$ cat config.mk
export PLATFORM = sky130hd
export DESIGN_NAME = mem_responder_flat
export DESIGN_NICKNAME = d
export VERILOG_FILES = /design/src/rtl/mem_if.sv /design/src/rtl/mem_responder.sv /design/src/flat_wrapper.sv
export SDC_FILE = /design/constraint.sdc
export NUM_CORES = 2
export LEC_CHECK = 0
export ABC_AREA = 1
export CAP_MARGIN = 15
export CORE_MARGIN = 2
export CORE_UTILIZATION = 55
export CTS_CLUSTER_DIAMETER = 60
export DETAILED_ROUTE_END_ITERATION = 6
export PLACE_DENSITY = 0.69
export SLEW_MARGIN = 20
export SYNTH_ARGS = -nofsm -noshare
export SYNTH_HDL_FRONTEND = slang
export SYNTH_SLANG_ARGS = --single-unit
export TNS_END_PERCENT = 20
$ cat constraint.sdc
create_clock -name clk_i -period 4.85 [get_ports clk_i]
set_input_delay 0.97 -clock clk_i [delete_from_list [all_inputs] [get_ports clk_i]]
set_output_delay 0.97 -clock clk_i [all_outputs]
set_load 0.02 [all_outputs]
$ cat src/rtl/mem_if.sv
// mem_if: req/ready memory access bus between the core (master) and the memory responder (slave).
interface mem_if;
  logic        req;
  logic        we;
  logic [31:0] addr;
  logic [31:0] wdata;
  logic        ready;
  logic [31:0] rdata;
  logic        err;
  modport master(output req, we, addr, wdata, input ready, rdata, err);
  modport slave(input req, we, addr, wdata, output ready, rdata, err);
endinterface

$ cat src/rtl/mem_responder.sv
// mem_responder: unified word memory answering req with a one-cycle ready after LATENCY wait states.
// Optional MEM_ERR_EN flags out-of-range addresses with err and suppresses their effect.
module mem_responder #(
  parameter int DEPTH_WORDS = 64,
  parameter int LATENCY     = 2
) (
  input logic   clk_i,
  input logic   reset_ni,
  mem_if.slave  bus
);
  localparam int AW = $clog2(DEPTH_WORDS);
  localparam logic [3:0] LOAD = 4'(LATENCY == 0 ? 0 : LATENCY - 1);
  typedef enum logic [1:0] {IDLE, WAIT, RESP} state_t;
  state_t        state_q, state_d;
  logic [3:0]    cnt_q, cnt_d;
  logic [AW-1:0] idx_q, c_idx;
  logic          we_q, c_we, c_oor, accept, commit;
  logic [31:0]   wdata_q, c_wdata, rdata_q;
  logic [31:0]   mem [DEPTH_WORDS];
  always_comb begin
    accept  = state_q == IDLE && bus.req;
    state_d = state_q == RESP ? IDLE
            : state_q == WAIT ? (cnt_q == 4'd0 ? RESP : WAIT)
            : accept ? (LATENCY > 0 ? WAIT : RESP) : IDLE;
    cnt_d   = state_q == WAIT ? (cnt_q == 4'd0 ? cnt_q : cnt_q - 4'd1)
            : accept ? LOAD : cnt_q;
    commit  = reset_ni && state_d == RESP && state_q != RESP;
  end
  // With zero wait states the commit edge is the acceptance edge, so bypass the captures.
  assign c_idx   = accept ? bus.addr[AW+1:2] : idx_q;
  assign c_we    = accept ? bus.we : we_q;
  assign c_wdata = accept ? bus.wdata : wdata_q;
`ifdef MEM_ERR_EN
  logic oor_q, err_q;
  logic unused_addr;
  assign unused_addr = ^bus.addr[1:0];
  assign c_oor   = accept ? |bus.addr[31:AW+2] : oor_q;
  assign bus.err = err_q;
  always_ff @(posedge clk_i or negedge reset_ni)
    if (!reset_ni) begin
      oor_q <= 1'b0;
      err_q <= 1'b0;
    end else begin
      if (accept) oor_q <= |bus.addr[31:AW+2];
      err_q <= commit && c_oor;
    end
`else
  logic unused_addr;
  assign unused_addr = ^{bus.addr[31:AW+2], bus.addr[1:0]};
  assign c_oor   = 1'b0;
  assign bus.err = 1'b0;
`endif
  always_ff @(posedge clk_i or negedge reset_ni)
    if (!reset_ni) begin
      state_q <= IDLE;
      cnt_q   <= 4'd0;
      idx_q   <= '0;
      we_q    <= 1'b0;
      wdata_q <= 32'h0;
      rdata_q <= 32'h0;
    end else begin
      state_q <= state_d;
      cnt_q   <= cnt_d;
      if (accept) begin
        idx_q   <= bus.addr[AW+1:2];
        we_q    <= bus.we;
        wdata_q <= bus.wdata;
      end
      if (commit && !c_we) rdata_q <= c_oor ? 32'h0 : mem[c_idx];
    end
  always_ff @(posedge clk_i)
    if (commit && c_we && !c_oor) mem[c_idx] <= c_wdata;
  assign bus.ready = state_q == RESP;
  assign bus.rdata = rdata_q;
endmodule

$ cat src/flat_wrapper.sv
// flat-port wrapper written by rule: the top's interface ports become plain ports
module mem_responder_flat 
#(
  parameter int DEPTH_WORDS = 64,
  parameter int LATENCY     = 2
)
  (clk_i, reset_ni, bus_req, bus_we, bus_addr, bus_wdata, bus_ready, bus_rdata, bus_err);
  mem_if bus_i ();
  input logic clk_i;
  input logic reset_ni;
  input wire logic [$bits(bus_i.req)-1:0] bus_req;
  input wire logic [$bits(bus_i.we)-1:0] bus_we;
  input wire logic [$bits(bus_i.addr)-1:0] bus_addr;
  input wire logic [$bits(bus_i.wdata)-1:0] bus_wdata;
  output wire logic [$bits(bus_i.ready)-1:0] bus_ready;
  output wire logic [$bits(bus_i.rdata)-1:0] bus_rdata;
  output wire logic [$bits(bus_i.err)-1:0] bus_err;
  assign bus_i.req = bus_req;
  assign bus_i.we = bus_we;
  assign bus_i.addr = bus_addr;
  assign bus_i.wdata = bus_wdata;
  assign bus_ready = bus_i.ready;
  assign bus_rdata = bus_i.rdata;
  assign bus_err = bus_i.err;
  mem_responder #(.DEPTH_WORDS(DEPTH_WORDS), .LATENCY(LATENCY)) u_core (.clk_i(clk_i), .reset_ni(reset_ni), .bus(bus_i));
endmodule
=== After elaboration in Yosys (flattened, before gate mapping) ===
Memories as Yosys holds them, arrays and structs flattened. A register that Yosys moved wholly into a read port is not among the register bits.
Index checks and enable logic that the tools add are counted.

* Bits in registers: 45
* Bits in latches: 0
* Memory bits (writable): 2048
* ROM bits: 0
* Bits of input ports: 68
* Output and inout port bits: 34
* Logic and storage cells: 35
* Memories kept: 1

* Add/sub/neg operators: 1
* Multiply operators: 0
* Div/mod/pow operators: 0
* $lt $le $gt $ge: 0
* Eq/ne operators: 5
* Shift operators: 0
* Mux-type cells: 12
* Bitwise logic cells: 0
* Reduce and logical (&&, ||, !) cells: 11

{| class="wikitable"
|+ Memories
! name !! words !! bits a word !! rd ports !! clocked after memory_dff !! wr ports !! line !! source
|-
| u_core.mem || 64 || 32 || 1 || 1 || 1 || mem_responder.sv:19 || <nowiki>logic [31:0] mem [DEPTH_WORDS];</nowiki>
|}

{| class="wikitable"
|+ Operator list
! cell !! number
|-
| 32-bit two-way mux || 1
|-
| 4-bit two-way mux || 3
|-
| 2-bit two-way mux || 3
|-
| 6-bit two-way mux || 1
|-
| 1-bit logical AND || 5
|-
| 2-bit equality test, second input constant || 2
|-
| 4-bit logical NOT || 1
|-
| 1-bit two-way mux || 4
|-
| 2-bit inequality test, second input constant || 2
|-
| 4-bit by 1-bit subtractor with 4-bit output, second input constant || 1
|-
| 2-bit by 1-bit equality test with 1-bit output, second input constant || 1
|-
| 1-bit logical NOT || 2
|-
| 2-bit logical NOT || 1
|-
| 2-bit AND reduction || 1
|-
| 2-bit nonzero test || 1
|}

=== Logic depth before layout (Yosys ltp) ===
* Depth after elaboration: 11
* Depth in mapped cells: 17
* Depth with buffers taken out: 13

=== Least setup slack after synthesis ===
OpenSTA, ideal clock, no wires.

* Path kind: input to register
* From: input port bus_req
* To: memory u_core.mem[10][0] (enable)
* Setup time: 0.421 ns
* Arrival time: 3.533 ns
* Data required time: 4.429 ns
* Path slack: 0.896 ns
* Stages on the path: 9
* Buffers on the path: 2
* Cell sequence: nand2_2 -> buf_6 -> clkinv_2 -> nand2_2 -> nand2_4 -> nor3_2 -> clkbuf_1 -> inv_1 -> nor2_1

* Elaborated cells between the ends (all ways): 12
* Those cells by class: eq/ne: 1; mux: 7; reduce/logical: 4

{| class="wikitable"
|+ RTL lines
! what !! line !! source
|-
| start, declared || flat_wrapper.sv:11 || <nowiki>input wire logic [$bits(bus_i.req)-1:0] bus_req;</nowiki>
|-
| 1-bit logical AND || mem_responder.sv:21 || <nowiki>accept = state_q == IDLE && bus.req;</nowiki>
|-
| 6-bit two-way mux || mem_responder.sv:30 || <nowiki>assign c_idx = accept ? bus.addr[AW+1:2] : idx_q;</nowiki>
|-
| named net u_core.c_idx[4] || mem_responder.sv:16 || <nowiki>logic [AW-1:0] idx_q, c_idx;</nowiki>
|-
| end, declared || mem_responder.sv:19 ||
|}

The timed path passes the listed nets, and every way through them passes these cells.

=== Final worst setup path ===
* From: input port bus_req
* To: register u_core.rdata_q[20] (netlist: u_core.bus.rdata[20]), read port of u_core.mem

* Cells in the longest elaborated chain, start to end: 8
* Elaborated cells between the ends (all ways): 11
* Those cells by class: eq/ne: 1; mux: 5; reduce/logical: 5

{| class="wikitable"
|+ Ends and longest elaborated chain
! what !! line !! source
|-
| 1-bit logical AND * || mem_responder.sv:21 ||
|-
| 1-bit two-way mux || mem_responder.sv:24 || <nowiki>: accept ? (LATENCY > 0 ? WAIT : RESP) : IDLE;</nowiki>
|-
| 2-bit two-way mux || mem_responder.sv:23 || <nowiki>: state_q == WAIT ? (cnt_q == 4'd0 ? RESP : WAIT)</nowiki>
|-
| 2-bit two-way mux || mem_responder.sv:22 || <nowiki>state_d = state_q == RESP ? IDLE</nowiki>
|-
| 2-bit equality test || mem_responder.sv:27 || <nowiki>commit = reset_ni && state_d == RESP && state_q != RESP;</nowiki>
|-
| 1-bit logical AND (2 in a row) || mem_responder.sv:27 ||
|-
| 1-bit logical AND || mem_responder.sv:69 || <nowiki>if (commit && !c_we) rdata_q <= c_oor ? 32'h0 : mem[c_idx];</nowiki>
|-
| end, declared || mem_responder.sv:18 || <nowiki>logic [31:0] wdata_q, c_wdata, rdata_q;</nowiki>
|}

Every way passes the cells marked *; elsewhere a longest branch is shown, timed or not.
A chain may end at the register's enable or synchronous reset.

==> flow_metrics.py <==
metrics = {
    "run_status": {
        "status": "finished clean",
    },
    "worst_setup_path": {
        "crit_buf_inv": 4,
        "critPathMostFrequentCell": "nand2_1",
        "worstPathArrival_ns": 4.49,
        "crit_path_max_incr_delay_ns": 0.60,
        "critPathRequiredTime_ns": 5.56,
        "cpLargestDelayFamily": "simple AND/OR/NAND/NOR gates",
        "worstPathCellList": "clkdlybuf4s50_1, nand2_2, nand2_1, nand2_8, buf_12, buf_4, nand2_1, nand3_1, nand2_1, o21ai_1, nand2_1, nor2_1, nand3_1, nand2_1, inv_1",
        "reg2reg_slack_ns": 1.25,
        "crit_slowest_cell": "o21ai_1",
        "cp_max_fo": 21,
        "critPathLaunchType": "primary input",
        "endpoint_kind": "flop",
        "worstSetupPathType": "in2reg",
    },
    "logic_synthesis": {
        "synth_top_family_by_area": "simple AND/OR/NAND/NOR gates",
        "synth-seq-cells": 2125,
        "yosysWarnings": 0,
        "synth-xor-area-share_pct": 0,
        "muxShareOfSynthArea_pct": 0,
        "avgSynthCellArea_um2": 10.78,
        "synth_compound_area_share_pct": 3.784,
        "netlist_instances": 8340,
        "ys_top_cells_by_area": "edfxtp_1, nand2_1, inv_1",
        "seq_area_frac_synth_pct": 70.58,
        "yosys.cell_types.count": 32,
        "yosysTopAreaCell": "edfxtp_1",
        "synth_fa_ha_area_share_pct": 0.01392,
        "netlist_area_mm2": 0.08987,
        "syn_nets": 8409,
        "netlist.area_leader.share_pct": 68.43,
        "synthSimpleGateAreaFrac_pct": 16.19,
    },
    "flow_run": {
        "drv_cap": 0,
    },
    "timing": {
        "final_max_slew_viol_count": 0,
        "fin_crit_ns": 3.787,
        "fmax_mhz": 264.1,
        "setup_slack_ns": 1.063,
        "final-setup-viol-count": 0,
        "finalSetupTns_ns": 0,
        "timing.final.crit_share_pct": 78.08,
        "rsz0062_at_grt": "false",
        "whs_ns": 0.07741,
        "hold_viol_final": 0,
        "relSlewSlack_pct": 28.39,
        "skew_ns": 0.04209,
        "tightest_slew_ns": 1.074,
    },
    "clocking": {
        "post_cts_buffers": 0,
        "clock_latency_ns": 0.85,
        "cts_tree": "done",
        "h-tree-depth": 4,
        "numCtsBuffers": 210,
        "cts_resized": 0,
        "clk_pin_slew_worst_paths_ns": 0.06,
        "clock-sinks": 2125,
        "clockBufferDepth": 3,
        "cts-root-buf": "clkbuf_16",
        "cts_hold_buf": 0,
    },
    "pwr": {
        "leakage_nw": 43.28,
        "total_power_mw": 62.81,
        "power.density_mw_per_mm2": 613.6,
        "ir_drop_uv": 1042,
    },
    "layout": {
        "mostFrequentLayoutCells": "nand2_1, edfxtp_1, inv_1, nand3_1, o211ai_1",
        "fin_nets": 8652,
        "fin_util_pct": 62.96,
        "drive_above_1_share_pct": 8.873,
        "nFillCells": 12274,
        "layoutNonFillerInstCount": 10932,
        "num_antenna_cells": 0,
        "final_area_mm2": 0.1024,
        "syn2layout_area_growth_pct": 13.91,
        "layout_commonest_cell": "nand2_1",
    },
    "placement": {
        "dp.cells": 10546,
        "hpwl_mm": 143.6,
        "place_ws_ns": 0.3816,
        "gp_congestion": 0.8722,
        "port_buffers": 74,
        "placed_cell_area_mm2": 0.09584,
    },
    "die": {
        "die_h_um": 408.2,
        "start_util_pct": 55.27,
        "dieArea_mm2": 0.1666,
        "fp.dieW_um": 408.2,
        "placement_rows": 148,
        "core_mm2": 0.1626,
        "ioPinCount": 102,
    },
    "drt": {
        "dr_total_vias": 59096,
        "final_antenna_net_count": 0,
        "routed_wl_mm": 242.0,
        "drt_iter0_drc": 7852,
        "avgRoutedWirePerCell_um": 22.14,
        "drc": 0,
        "drt-pass1-iter-count": 6,
        "viasPerCell": 5.406,
    },
    "global_route": {
        "grt_pass1_wl_mm": 353.9,
        "grt_antenna_before_repair": 12,
        "grt_overflow": 0,
        "grt_pass1_vias": 55906,
        "grt_max_degree": 93,
        "grt.total_usage_pct": 28.98,
    },
    "worst_hold_path": {
        "hold_path.class": "in2async",
    },
}
==> cell usage after synthesis <==
library cell / instances
nor2_2: 1
o21ai_0: 82
nand4_1: 22
buf_2: 313
o21ai_1: 94
inv_1: 1749
dfrtp_1: 77
or2_2: 29
o22ai_1: 1
nand2_4: 2
nor3_4: 3
clkinv_2: 1
buf_1: 4
nand2_1: 2427
ha_1: 1
nor3_1: 2
nand3b_1: 2
buf_6: 6
nand3_1: 732
o211ai_1: 330
nor2_4: 4
buf_4: 2
clkinv_1: 1
nand2_2: 6
a21oi_1: 4
inv_2: 9
nor3_2: 4
edfxtp_1: 2048
o21ai_4: 1
nor2_1: 329
conb_1: 1
clkbuf_1: 53
==> flip-flops by register name, summed over array words and instances (netlist names) <==
register	cells
u_core.state_q	2
u_core.idx_q	6
u_core.cnt_q	4
u_core.wdata_q	32
u_core.we_q	1
u_core.mem	2048
u_core.bus.rdata	32
==> report_power, final <==
group / internal, mW / switching [mW] / total (mW)
clock: 8.69 / 6.87 / 15.6
combinational: 6.11 / 17.5 / 23.6
sequential: 23.5 / 0.164 / 23.7
==> worst register-to-register path, stage by stage (launching register included) <==
cell and delay [ns]:
dfrtp_1 0.42, nor2_4 0.21, nand2_2 0.22, nand2_1 0.23
nand2_8 0.21, buf_12 0.26, buf_12 0.18, buf_12 0.17
o211ai_1 0.16, nand2_1 0.07, nor2_1 0.22, nor2_1 0.13
nor2_1 0.41, nand3_1 0.37, nand2_1 0.17, inv_1 0.05
==> metal layers <==
metal / vias up / GRT usage, % / wire (um)
met5: - / 0 / 38
met2: 2939 / 44.30 / 108600
met4: 6 / 11.60 / 9892
met3: 445 / 6.107 / 28040
met1: 28270 / 40.88 / 95410
li1: 27436 / - / -
==> path summary, 6_finish.rpt <==
path | cells past startpoint | from | end
worst max register to register | 15 | u_core.state_q[1] | u_core.bus.rdata[24]
max in group asynchronous | 2 | reset_ni | u_core.bus.rdata[20]
worst min-delay path | 1 | reset_ni | u_core.wdata_q[3]
worst min register to register | 2 | u_core.wdata_q[3] | u_core.wdata_q[3]
worst max-delay path | 15 | bus_req | u_core.bus.rdata[20]
min in group clk_i | 2 | u_core.wdata_q[3] | u_core.wdata_q[3]
==> cell families (layout without fill, tap and decap cells) <==
group,Yosys count,count (layout)
simple gates,3563,3563
buf+inv,2138,2555
other cells,1,1
flops,2125,2125
compound gates,512,512
fa+ha+maj,1,1
==> cell type report <==
type / count / area (um^2) / area share, %
sequential: 2125 / 63430 / 61.96
multi-input combinational: 4077 / 18600 / 18.17
inverter: 1760 / 6608 / 6.455
clock buffer: 273 / 5699 / 5.568
timing repair buffer: 409 / 4492 / 4.388
tap: 2175 / 2721 / 2.659
clock inverter: 113 / 823.3 / 0.8043
No activity file was read; power rests on OpenSTA's default activity.
